**src/rtl/score_display_mux.sv**
```systemverilog
// score_display_mux: snapshots converter BCD digits while IDLE and multiplexes them
// onto a 4-digit common-anode seven-segment display with leading-zero blanking and blink.
`default_nettype none

module score_display_mux #(
  parameter int REFRESH_DIV = 100000,
  parameter int BLINK_TICKS = 250
) (
  input  logic       clk,
  input  logic       reset,
  input  logic [1:0] conv_state,
  input  logic [3:0] bcd3,
  input  logic [3:0] bcd2,
  input  logic [3:0] bcd1,
  input  logic [3:0] bcd0,
  input  logic       blank_lz,
  input  logic       blink_en,
  output logic [3:0] an,
  output logic [6:0] seg,
  output logic       dp
);

  localparam int PW = (REFRESH_DIV > 1) ? $clog2(REFRESH_DIV) : 1;
  localparam int BW = (BLINK_TICKS > 1) ? $clog2(BLINK_TICKS) : 1;
  localparam logic [PW-1:0] PRESC_LAST = PW'(REFRESH_DIV - 1);
  localparam logic [BW-1:0] BLINK_LAST = BW'(BLINK_TICKS - 1);
  localparam logic [1:0]    CONV_IDLE  = 2'b00;

  logic [15:0]   snap_q, snap_d;
  logic [PW-1:0] presc_q, presc_d;
  logic [1:0]    idx_q, idx_d;
  logic [BW-1:0] blink_cnt_q, blink_cnt_d;
  logic          blink_phase_q, blink_phase_d;
  logic [3:0]    an_q, an_d;
  logic [6:0]    seg_q, seg_d;
  logic          tick;
  logic          blank;
  logic [3:0]    digit;

  function automatic logic [6:0] seg_decode(input logic [3:0] d);
    case (d)
      4'd0:    seg_decode = 7'b1000000;
      4'd1:    seg_decode = 7'b1111001;
      4'd2:    seg_decode = 7'b0100100;
      4'd3:    seg_decode = 7'b0110000;
      4'd4:    seg_decode = 7'b0011001;
      4'd5:    seg_decode = 7'b0010010;
      4'd6:    seg_decode = 7'b0000010;
      4'd7:    seg_decode = 7'b1111000;
      4'd8:    seg_decode = 7'b0000000;
      4'd9:    seg_decode = 7'b0010000;
      default: seg_decode = 7'b1111111;
    endcase
  endfunction

  always_comb begin
    tick          = (presc_q == PRESC_LAST);
    presc_d       = tick ? '0 : presc_q + PW'(1);
    idx_d         = tick ? idx_q + 2'd1 : idx_q;
    blink_cnt_d   = blink_cnt_q;
    blink_phase_d = blink_phase_q;
    if (tick) begin
      if (blink_cnt_q == BLINK_LAST) begin
        blink_cnt_d   = '0;
        blink_phase_d = ~blink_phase_q;
      end else begin
        blink_cnt_d = blink_cnt_q + BW'(1);
      end
    end

    // Mid-conversion digits are shift/add intermediates; only IDLE values are captured.
    snap_d = (conv_state == CONV_IDLE) ? {bcd3, bcd2, bcd1, bcd0} : snap_q;

    digit = 4'd0;
    blank = 1'b0;
    case (idx_q)
      2'd0: digit = snap_q[3:0];
      2'd1: begin
        digit = snap_q[7:4];
        blank = blank_lz && (snap_q[15:4] == 12'h000);
      end
      2'd2: begin
        digit = snap_q[11:8];
        blank = blank_lz && (snap_q[15:8] == 8'h00);
      end
      default: begin
        digit = snap_q[15:12];
        blank = blank_lz && (snap_q[15:12] == 4'h0);
      end
    endcase

    an_d  = ~(4'b0001 << idx_q);
    seg_d = seg_decode(digit);
    if (blank || (blink_en && blink_phase_q)) begin
      an_d  = 4'b1111;
      seg_d = 7'b1111111;
    end
  end

  always_ff @(posedge clk or negedge reset) begin
    if (!reset) begin
      snap_q        <= 16'h0000;
      presc_q       <= '0;
      idx_q         <= 2'd0;
      blink_cnt_q   <= '0;
      blink_phase_q <= 1'b0;
      an_q          <= 4'b1110;
      seg_q         <= 7'b1000000;
    end else begin
      snap_q        <= snap_d;
      presc_q       <= presc_d;
      idx_q         <= idx_d;
      blink_cnt_q   <= blink_cnt_d;
      blink_phase_q <= blink_phase_d;
      an_q          <= an_d;
      seg_q         <= seg_d;
    end
  end

  assign an  = an_q;
  assign seg = seg_q;
  assign dp  = 1'b1;

endmodule

`default_nettype wire
```
**config.mk**
```make
export PLATFORM = sky130hd
export DESIGN_NAME = score_display_mux
export DESIGN_NICKNAME = d
export VERILOG_FILES = /design/src/rtl/score_display_mux.sv
export SDC_FILE = /design/constraint.sdc
export NUM_CORES = 1
export LEC_CHECK = 0
export CORE_MARGIN = 3
export CORE_UTILIZATION = 55
export DETAILED_ROUTE_END_ITERATION = 8
export HOLD_SLACK_MARGIN = 0.05
export PLACE_DENSITY = 0.76
export SLEW_MARGIN = 20
export SYNTH_ARGS = -nofsm -noshare
export SYNTH_HDL_FRONTEND = slang
export SYNTH_SLANG_ARGS = --single-unit
export TNS_END_PERCENT = 30
```
**constraint.sdc**
```tcl
create_clock -name clk -period 6.05 [get_ports clk]
set_input_delay 1.5125 -clock clk [delete_from_list [all_inputs] [get_ports clk]]
set_output_delay 1.5125 -clock clk [all_outputs]
set_load 0.005 [all_outputs]
```
== After elaboration in Yosys (flattened, before gate mapping) ==
Memory sizes are Yosys's and may differ from the RTL's.
Cells that the tools add are included.
Operators by class
  reduce and logical (&&, ||, !) cells: 11
  bitwise gates (word level): 2
  equality and inequality tests: 4
  mux-type cells: 6
  add/sub/neg operators: 3
  shift-type cells: 1
Operators with widths (number)
  $add A17 B1 Y17 const B: 1
  $eq A17 B17 Y1 const B: 1
  $mux W17: 1
  $logic_not A12 Y1: 1
  $pmux W4 S3: 1
  $add A8 B1 Y8 const B: 1
  $eq A8 B8 Y1 const B: 1
  $logic_not A8 Y1: 1
  $mux W8: 1
  $mux W7: 1
  $logic_and A1 B1 Y1: 4
  $logic_not A2 Y1: 2
  $logic_not A4 Y1: 1
  $mux W4: 1
  $not A4 Y4: 1
  $shl A1 B2 Y4 const A: 1
  $pmux W1 S3: 1
  $add A2 B1 Y2 const B: 1
  $eq A2 B1 Y1 const B: 1
  $eq A2 B2 Y1 const B: 1
  $reduce_and A2 Y1: 1
  $logic_or A1 B1 Y1: 1
  $not A1 Y1: 1
Storage, ports and cells
  memory bits (read-only): 112
  register bits: 55
  word-level logic and storage cells: 35
  input bits: 22
  memories: 1
  output and inout port bits: 12
Memory list
  (no name shown): depth 16, width 7, read ports 1, clocked after Yosys merged registers in 0, wr ports 0, RTL line 41  | case (d)

== Longest topological paths before layout ==
Gate-level depths: netlist (run 1).
  depth in word-level cells: 5
  gate-level depth with buffers: 8
  mapped depth without buffers: 8

== Worst setup path before layout (run 1) ==
Ideal clock, no wire load.
  path type: input port to flip-flop
  from: in conv_state[1]
  to: reg snap_q[0]
  slack: 3.598 ns
  arrival time: 2.328 ns
  cell stages on the path: 3
  path buffers: 1
  required time: 5.925 ns
  setup time: 0.125 ns
  path through: nor2_1 clkbuf_1 mux2_2
On the way
  cells in the longest elaborated chain, start to end: 1
RTL lines
  start, declared: RTL line 11  | input logic [1:0] conv_state,
  $logic_not A2 Y1: RTL line 72  | snap_d = (conv_state == CONV_IDLE) ? {bcd3, bcd2, bcd1, bcd0} : snap_q;
  end signal, assigned: RTL line 110  | snap_q <= snap_d;
  end, declared: RTL line 29  | logic [15:0] snap_q, snap_d;
Every way passes these cells.
A chain may end at the register's enable or synchronous reset.

== Final worst setup path (run 1) ==
  from: reg an_q[2], in the netlist an[2]
  to: out an[2]
RTL lines
  start, declared: RTL line 34  | logic [3:0] an_q, an_d;
  start signal, assigned: RTL line 115  | an_q <= an_d;
  end, declared: RTL line 18  | output logic [3:0] an,
No word-level cell between the ends.

==> impl_metrics.json, run 1 <==
{
  "synth_cells": 240,
  "final_cell_mix": "dfrtp_1, clkdlybuf4s50_1, nand2_1",
  "crit_path_top_delay_cell": "dfstp_2",
  "placed_cells": 318,
  "setup_viol": 0,
  "fin_cells": 327,
  "cts_setup_buffers": 0,
  "place_ws_ps": 2950,
  "synth_edf_count": 0,
  "p_per_area_nw_per_um2": 230,
  "cp.required_ps": 4540,
  "hold_violations": 0,
  "post_cts_resize_count": 0,
  "cp-start-kind": "register",
  "multiInputGateArea_um2": 1140,
  "ff_latch_area_um2": 1380,
  "overflow": 0,
  "diodes": 0,
  "cts_hold_repair.buffers": 0,
  "antenna_left": 0,
  "rows": 24,
  "hp-class": "register to register",
  "netlist_area_um2": 2600,
  "grt_max_degree": 56,
  "status": "finished clean",
  "hpwl_mm": 3.36,
  "max_freq_mhz": 353,
  "vias": 1852,
  "clk_transition_reported_paths_ps": 90,
  "path_max_fanout": 1,
  "cpLargestDelayFamily": "flip-flops",
  "htree_levels": 2,
  "grt_pass1_wl_mm": 8.16,
  "worst-slew-pin-transition_ps": 1110,
  "cts_tree": "yes",
  "relSlewSlack_pct": 24.6,
  "gr-usage-all-layers_pct": 18.9,
  "fill_cells": 347,
  "ys_ff_latch": 55,
  "die_y_um": 74.8,
  "grt_pass1_vias": 1828,
  "gp_congestion": 0.835,
  "seq_area_frac_synth_pct": 53.1,
  "drc": 0,
  "path_cells": "clkdlybuf4s50_1",
  "critical_path_arrival_ps": 1320,
  "final_layout_size_suffix_gt1_share_pct": 12.4,
  "finClkSkew_ps": 3.79,
  "p_leak_nw": 1.32,
  "drv_slew": 0,
  "final_area_um2": 3050,
  "layout_min_cycle_time_ps": 2840,
  "placed_area_um2": 2960,
  "path_buf_inv": 1,
  "area_growth_pct": 17.1,
  "rsz0062_at_grt": "false",
  "clock_path_buffers": 2,
  "antenna_found_initial": 0,
  "port_buffers": 32,
  "layout_commonest_cell": "dfrtp_1",
  "drt-pass1-iter-count": 4,
  "placeableCoreArea_um2": 4470,
  "slowest_delay_ps": 530,
  "ios": 34,
  "syn_nets": 273,
  "crit_path_end_kind": "output port",
  "synth_area_per_cell_um2": 10.8,
  "drt-wirelength-per-cell_um": 14.3,
  "final_nets": 307,
  "ys_types": 41,
  "die_w_um": 74.8,
  "fin_setup_tns_ps": 0,
  "clock-sinks": 55,
  "power.total_mw": 0.703,
  "reg2reg_setup_slack_ps": 3660,
  "worstSetupPathType": "register to output port",
  "max_cap_viol_count": 0,
  "drt-initial-drc-count": 109,
  "cts_buffers": 5,
  "initial_core_util_pct": 58.2,
  "ir_drop_uv": 160,
  "yosys_most_used_dff": "dfrtp_1",
  "routed_via_density": 5.66,
  "setup_slack_ps": 3210,
  "wl_mm": 4.69,
  "async_flop_share_pct": 100,
  "clk-insertion-delay-late_ps": 300,
  "root_buffer": "clkbuf_8",
  "post-route-period-util_pct": 46.9,
  "die-area_um2": 5600,
  "ys_warn_count": 0
}
-- Yosys cell counts, types with 4 or more instances --
| cell | number | area [um2] |
|---|---|---|
| clkbuf_1 | 5 | 18.8 |
| dfrtp_1 | 51 | 1280 |
| nand4_1 | 6 | 37.5 |
| ha_1 | 11 | 138 |
| inv_1 | 10 | 37.5 |
| nand3_1 | 13 | 65.1 |
| mux2_2 | 13 | 146 |
| o21ai_0 | 20 | 100 |
| a222oi_1 | 4 | 40.0 |
| nand2_1 | 22 | 82.6 |
| a21oi_1 | 4 | 20.0 |
| nor2_1 | 21 | 78.8 |
| xnor2_1 | 10 | 87.6 |
| xor2_1 | 7 | 61.3 |
| dfstp_2 | 4 | 105 |
-- through the flow --
stage	util, %	hold slack, ps
floorplan	-	445
global placement	66.1	478
detailed placement	66.1	476
CTS	67.9	489
global route	68.1	520
finish	68.1	487
-- power breakdown --
part / switching [mW] / internal, mW / leakage, nW / total (mW)
logic: 0.0442 / 0.0585 / 0.590 / 0.103
registers: 0.0132 / 0.396 / 0.691 / 0.409
clock network: 0.110 / 0.0815 / 0.0422 / 0.191
total: 0.167 / 0.536 / 1.32 / 0.703
-- worst paths after layout --
| path | from | to | cells after the start |
|---|---|---|---|
| worst min-delay path | presc_q[0]$_DFF_PN0_ | presc_q[0]$_DFF_PN0_ | 1 |
| worst min register to register | presc_q[0]$_DFF_PN0_ | presc_q[0]$_DFF_PN0_ | 1 |
| max in group asynchronous | reset | presc_q[16]$_DFF_PN0_ | 2 |
| worst max register to register | idx_q[1]$_DFFE_PN0N_ | seg[3]$_DFF_PN0_ | 7 |
| worst max-delay path | an[2]$_DFF_PN1_ | an[2] | 1 |
| min in group asynchronous | reset | seg[1]$_DFF_PN0_ | 2 |
-- registers in the layout, summed over array words and instances, names as in the netlist --
signal,cells
blink_phase_q,1
snap_q,16
presc_q,17
blink_cnt_q,8
seg,7
idx_q,2
an,4
-- cells by family after synthesis --
family                   share of synthesized area, %
buffers and inverters                            3.08
AO/OA/AOI/OAI                                    8.60
adder cells (fa/ha/maj)                          5.29
AND/OR/NAND/NOR                                  17.3
other                                           0.144
flip-flops                                       53.1
XOR/XNOR                                         5.72
multiplexers                                     6.78
-- metal layers --
metal | global-route usage, % | up-vias | wire length, um
li1 | - | 906 | -
met1 | 25.7 | 901 | 2260
met2 | 30.2 | 39 | 2170
met3 | 4.01 | 6 | 197
met4 | 6.72 | 0 | 63
met5 | 0 | - | 0
-- cell type report --
class,count,area share (%)
well taps,52,2.13
clock inverters,1,0.164
inverters,10,1.23
repair buffers,35,11.2
flip-flops and latches,55,45.3
multi-input cells,167,37.5
clock buffers,7,2.50
Power figures use the tool's default switching activity.
==> run 2: changes to the inputs <==
--- a/config.mk
+++ b/config.mk
@@ -6,10 +6,10 @@
 export NUM_CORES = 1
 export LEC_CHECK = 0
 export CORE_MARGIN = 3
-export CORE_UTILIZATION = 55
+export CORE_UTILIZATION = 49
 export DETAILED_ROUTE_END_ITERATION = 8
 export HOLD_SLACK_MARGIN = 0.05
-export PLACE_DENSITY = 0.76
+export PLACE_DENSITY = 0.71
 export SLEW_MARGIN = 20
 export SYNTH_ARGS = -nofsm -noshare
 export SYNTH_HDL_FRONTEND = slang
==> constraint.sdc (replaced) <==
create_clock -name clk -period 2.43 [get_ports clk]
set_input_delay 0.6075 -clock clk [delete_from_list [all_inputs] [get_ports clk]]
set_output_delay 0.6075 -clock clk [all_outputs]
set_load 0.005 [all_outputs]
==> run 2 against run 1 <==
Net effect: global-route usage shrank 2.4 points; wire length grew 0.23%; sequential cell count is the same; register-to-register slack lost 3500 ps; combinational power grew to 2.6 times the previous value; non-clock buffer count grew 5; first-iteration DRC count shrank 31%; critical endpoint is now seg[0]$_DFF_PN0_; clock skew grew 2.5 ps; critical path depth grew 7; via count is the same.
==> impl_metrics.json, run 2 (same netlist as run 1, synthesis figures left out) <==
{
  "drt-wirelength-per-cell_um": 13.5,
  "port_buffers": 32,
  "final_layout_size_suffix_gt1_share_pct": 15.0,
  "p_leak_nw": 1.38,
  "overflow": 0,
  "cts_tree": "yes",
  "utilization_pct": 64.8,
  "routed_via_density": 5.34,
  "cts_buffers": 5,
  "clock_path_buffers": 2,
  "die_w_um": 78.9,
  "gp_congestion": 0.758,
  "drc": 0,
  "vias": 1852,
  "clock-sinks": 55,
  "final_area_um2": 3180,
  "ir_drop_uv": 314,
  "area_growth_pct": 22.2,
  "cts_hold_repair.buffers": 0,
  "reg_top3": "presc_q: 17 flops, snap_q: 16 flops, blink_cnt_q: 8 flops",
  "grt_pass1_vias": 1748,
  "top_layer": "met4",
  "placed_area_um2": 3020,
  "grt_max_degree": 32,
  "status": "finished clean",
  "path_buf_inv": 2,
  "clk-insertion-delay-late_ps": 300,
  "fin_setup_tns_ps": 0,
  "wl_met1_mm": 2.30,
  "cp.required_ps": 2660,
  "hpwl_mm": 3.43,
  "drv_slew": 0,
  "slowest_delay_ps": 540,
  "diodes": 0,
  "wl_mm": 4.70,
  "htree_levels": 2,
  "worst-slew-pin-transition_ps": 857,
  "cpLargestDelayFamily": "compound AO/OA/AOI/OAI gates",
  "antenna_found_initial": 0,
  "finClkSkew_ps": 6.30,
  "met2_length_mm": 2.17,
  "crit_path_top_delay_cell": "a222oi_1",
  "layout_min_cycle_time_ps": 2260,
  "regMostFlops": "presc_q",
  "rows": 25,
  "p_per_area_nw_per_um2": 623,
  "final_cell_mix": "dfrtp_1, clkdlybuf4s50_1, nand2_1",
  "largest_reg_flops": 17,
  "max_cap_viol_count": 0,
  "drt-pass1-iter-count": 4,
  "setup_viol": 0,
  "drt-initial-drc-count": 75,
  "path_max_fanout": 8,
  "setup_slack_ps": 175,
  "die_y_um": 78.9,
  "path_cells": "inv_1 -> ha_1 -> a222oi_1 -> mux2i_4 -> buf_4 -> nor4_1 -> a21oi_1 -> nand3_1",
  "ios": 34,
  "worstSetupPathType": "register to register",
  "grt_pass1_wl_mm": 8.20,
  "clk_transition_reported_paths_ps": 90,
  "root_buffer": "clkbuf_8",
  "hp-class": "input port to asynchronous set/reset pin",
  "place_ws_ps": 115,
  "layout_commonest_cell": "dfrtp_1",
  "hold_ws_ps": 275,
  "rsz0062_at_grt": "false",
  "relSlewSlack_pct": 42.9,
  "antenna_left": 0,
  "initial_core_util_pct": 53.0,
  "hold_violations": 0,
  "max_freq_mhz": 443,
  "critical_path_arrival_ps": 2490,
  "final_nets": 312,
  "gr-usage-all-layers_pct": 16.5,
  "crit_path_end_kind": "register",
  "placeableCoreArea_um2": 4910,
  "cp-start-kind": "register",
  "post-route-period-util_pct": 92.8,
  "die-area_um2": 6220,
  "dr_wl_met3_um": 169
}
-- run 2: cell types whose count changed in the layout (fill, tap and decap cells not counted), sizes merged --
| cell | change |
|---|---|
| buf | +5 |
| bufinv | +2 |
| clkbuf | -1 |
| clkinv | -1 |
-- run 2: power by group --
group          total (mW)  switching (mW)  internal [mW]
Combinational       0.269           0.112          0.156
Sequential           1.02          0.0334          0.985
Clock               0.695           0.283          0.412
-- run 2: layout make-up --
class	count	area, um2
Timing Repair Buffer	40	388
Tap cell	67	83.8
Multi-Input combinational cell	167	1160
Sequential cell	55	1380
Fill cell	425	1730
Clock buffer	6	72.6
Clock inverter	2	60.1
Inverter	10	37.5
-- run 2: worst register-to-register path, stage by stage, from the launching register on --
cell      delay [ps]
dfrtp_1          410
inv_1            100
ha_1             260
a222oi_1         540
mux2i_4          200
buf_4            190
nor4_1           270
a21oi_1           90
nand3_1          120
-- run 2: worst paths after layout --
check / start / to / slack, ps / cells past startpoint
max: idx_q[1]$_DFFE_PN0N_ / seg[0]$_DFF_PN0_ / 170 / 8
min: reset / seg[1]$_DFF_PN0_ / 270 / 1
max reg2reg: idx_q[1]$_DFFE_PN0N_ / seg[0]$_DFF_PN0_ / 170 / 8
min reg2reg: blink_cnt_q[7]$_DFFE_PN0N_ / blink_cnt_q[7]$_DFFE_PN0N_ / 490 / 1
max in group asynchronous: reset / presc_q[16]$_DFF_PN0_ / 1600 / 2
min in group clk: blink_cnt_q[7]$_DFFE_PN0N_ / blink_cnt_q[7]$_DFFE_PN0N_ / 490 / 1
-- run 2: per-layer routing --
layer	GRT usage, %	up-vias
met2	25.3	35
met5	0	-
met4	4.64	0
li1	-	915
met3	3.74	7
met1	23.7	895
-- run 2: repair_timing --
| action | 4_1_cts | 5_1_grt |
|---|---|---|
| gates resized for setup | 0 | 3 |
| setup endpoints to repair | 0 | 7 |
| setup buffers | 0 | 2 |
-- run 2: through the flow --
step                instances  power (mW)
global placement          337        1.29
finish                    347        1.98
global route              347        2.07
CTS                       345        2.00
floorplan                 240        1.15
detailed placement        337        1.30
==> run 3: changes to the inputs <==
--- a/config.mk
+++ b/config.mk
@@ -5,8 +5,8 @@
 export SDC_FILE = /design/constraint.sdc
 export NUM_CORES = 1
 export LEC_CHECK = 0
-export CORE_MARGIN = 3
 export CORE_UTILIZATION = 49
+export CTS_BUF_LIST = sky130_fd_sc_hd__clkbuf_16
 export DETAILED_ROUTE_END_ITERATION = 8
 export HOLD_SLACK_MARGIN = 0.05
 export PLACE_DENSITY = 0.71
==> run 3 against run 2 <==
Net effect: via count fell by 0.54%; sequential cell count did not move; critical path depth did not move; wire length fell by 0.57%; setup slack got worse by 18 ps; clock skew fell by 0.88 ps; critical endpoint is now seg[5]$_DFF_PN0_; highest routed layer unchanged.
==> impl_metrics.json, run 3 (same netlist as run 1, synthesis figures left out) <==
{
  "crit_path_end_kind": "register",
  "hold_violations": 0,
  "final_layout_size_suffix_gt1_share_pct": 15.0,
  "drv_slew": 0,
  "finClkSkew_ps": 5.42,
  "cts_buffers": 5,
  "hpwl_mm": 3.23,
  "max_cap_viol_count": 0,
  "die_w_um": 74.9,
  "clk_transition_reported_paths_ps": 70,
  "hold_ws_ps": 296,
  "cts_tree": "yes",
  "die_y_um": 74.9,
  "gp_congestion": 0.772,
  "multiInputGateArea_um2": 1160,
  "port_buffers": 32,
  "antenna_left": 0,
  "clock_path_buffers": 2,
  "setup_viol": 0,
  "path_max_fanout": 6,
  "grtUsageMet2_pct": 28.9,
  "drt-wirelength-per-cell_um": 13.4,
  "regMostFlops": "presc_q",
  "met1_usage_pct": 26.0,
  "crit_start": "idx_q[0]$_DFFE_PN0N_",
  "drt-initial-drc-count": 177,
  "layout_commonest_cell": "dfrtp_1",
  "post-route-period-util_pct": 93.6,
  "htree_levels": 2,
  "cp.required_ps": 2550,
  "gr-max-usage-layer": "met2",
  "root_buffer": "clkbuf_16",
  "initial_core_util_pct": 51.0,
  "hp-class": "input port to asynchronous set/reset pin",
  "antenna_found_initial": 0,
  "rsz0062_at_grt": "true",
  "overflow": 0,
  "status": "finished clean",
  "gr-usage-all-layers_pct": 18.9,
  "cp-start-kind": "register",
  "diodes": 0,
  "placed_cells": 340,
  "placeableCoreArea_um2": 5110,
  "clock-sinks": 55,
  "worstSetupPathType": "register to register",
  "die-area_um2": 5610,
  "clk-insertion-delay-late_ps": 290,
  "final_nets": 312,
  "largest_reg_flops": 17,
  "fin_cells": 350,
  "wl_mm": 4.67,
  "drc": 0,
  "p_per_area_nw_per_um2": 619,
  "fill_cells": 414,
  "layout_min_cycle_time_ps": 2270,
  "cts_hold_repair.buffers": 0,
  "relSlewSlack_pct": 41.0,
  "drt-pass1-iter-count": 4,
  "final_cell_mix": "dfrtp_1, clkdlybuf4s50_1, nand2_1",
  "reg_top3": "presc_q: 17 flops, snap_q: 16 flops, blink_cnt_q: 8 flops",
  "max_freq_mhz": 440,
  "grt_pass1_vias": 1756,
  "vias": 1842,
  "worst-slew-pin-transition_ps": 885,
  "rows": 26,
  "critical_path_arrival_ps": 2390,
  "grt_pass1_wl_mm": 7.89,
  "ir_drop_uv": 461,
  "ios": 34,
  "routed_via_density": 5.26,
  "p_leak_nw": 1.39,
  "ff_latch_area_um2": 1380,
  "grt_max_degree": 56,
  "r2r_start": "idx_q[0]$_DFFE_PN0N_",
  "area_growth_pct": 22.6,
  "use_met3_pct": 3.48
}
## run 3: power breakdown
part | total, mW | switching, mW | internal [mW]
logic | 0.272 | 0.113 | 0.159
registers | 1.02 | 0.0342 | 0.986
clock network | 0.685 | 0.308 | 0.377
total | 1.98 | 0.455 | 1.52
## run 3: worst max-delay path, stage by stage (launching register included)
cell,delay (ps)
dfrtp_1,400
inv_1,100
ha_1,300
a222oi_1,380
mux2_4,260
inv_1,60
ha_1,190
nor3b_1,270
o21ai_0,130
## run 3: per-stage QoR
stage          instance area [um2]  util (%)  TNS (ps)  power [mW]  setup slack, ps
2_1_floorplan                 2600         -         0        1.15              352
3_3_place_gp                  3020      59.2         0        1.29              169
3_5_place_dp                  3020      59.2         0        1.30              142
4_1_cts                       3160      61.9         0        1.99              103
5_1_grt                       3190      62.5     -25.5        2.07            -13.6
6_report                      3190      62.5         0        1.98              157
## run 3: layer usage
metal | part of all wire, % | up-vias | wire [um]
met5 | 0 | - | 0
met4 | 1.9 | 0 | 88
met3 | 3.2 | 9 | 148
met2 | 46 | 41 | 2170
met1 | 49 | 877 | 2270
li1 | - | 915 | -
## run 3: cell type report
class	count	share of cell area [%]
tap	70	2.74
clock inverter	3	0.509
multi-input combinational	167	36.2
inverter	10	1.18
timing repair buffer	40	12.1
sequential	55	43.3
clock buffer	5	3.92
## run 3: final timing paths
check / depth (start not counted) / slack (ps) / endpoint
min: 2 / 300 / blink_cnt_q[6]$_DFFE_PN0N_
max reg2reg: 8 / 160 / seg[5]$_DFF_PN0_
max in group asynchronous: 2 / 1830 / seg[6]$_DFF_PN1_
max: 8 / 160 / seg[5]$_DFF_PN0_
min reg2reg: 1 / 500 / blink_cnt_q[7]$_DFFE_PN0N_
min in group clk: 1 / 500 / blink_cnt_q[7]$_DFFE_PN0N_
## run 3: repair_timing
| action | in CTS | in global routing |
|---|---|---|
| endpoints found under the setup margin | 0 | 7 |
| resized for setup | 0 | 4 |
| buffers inserted | 0 | 2 |
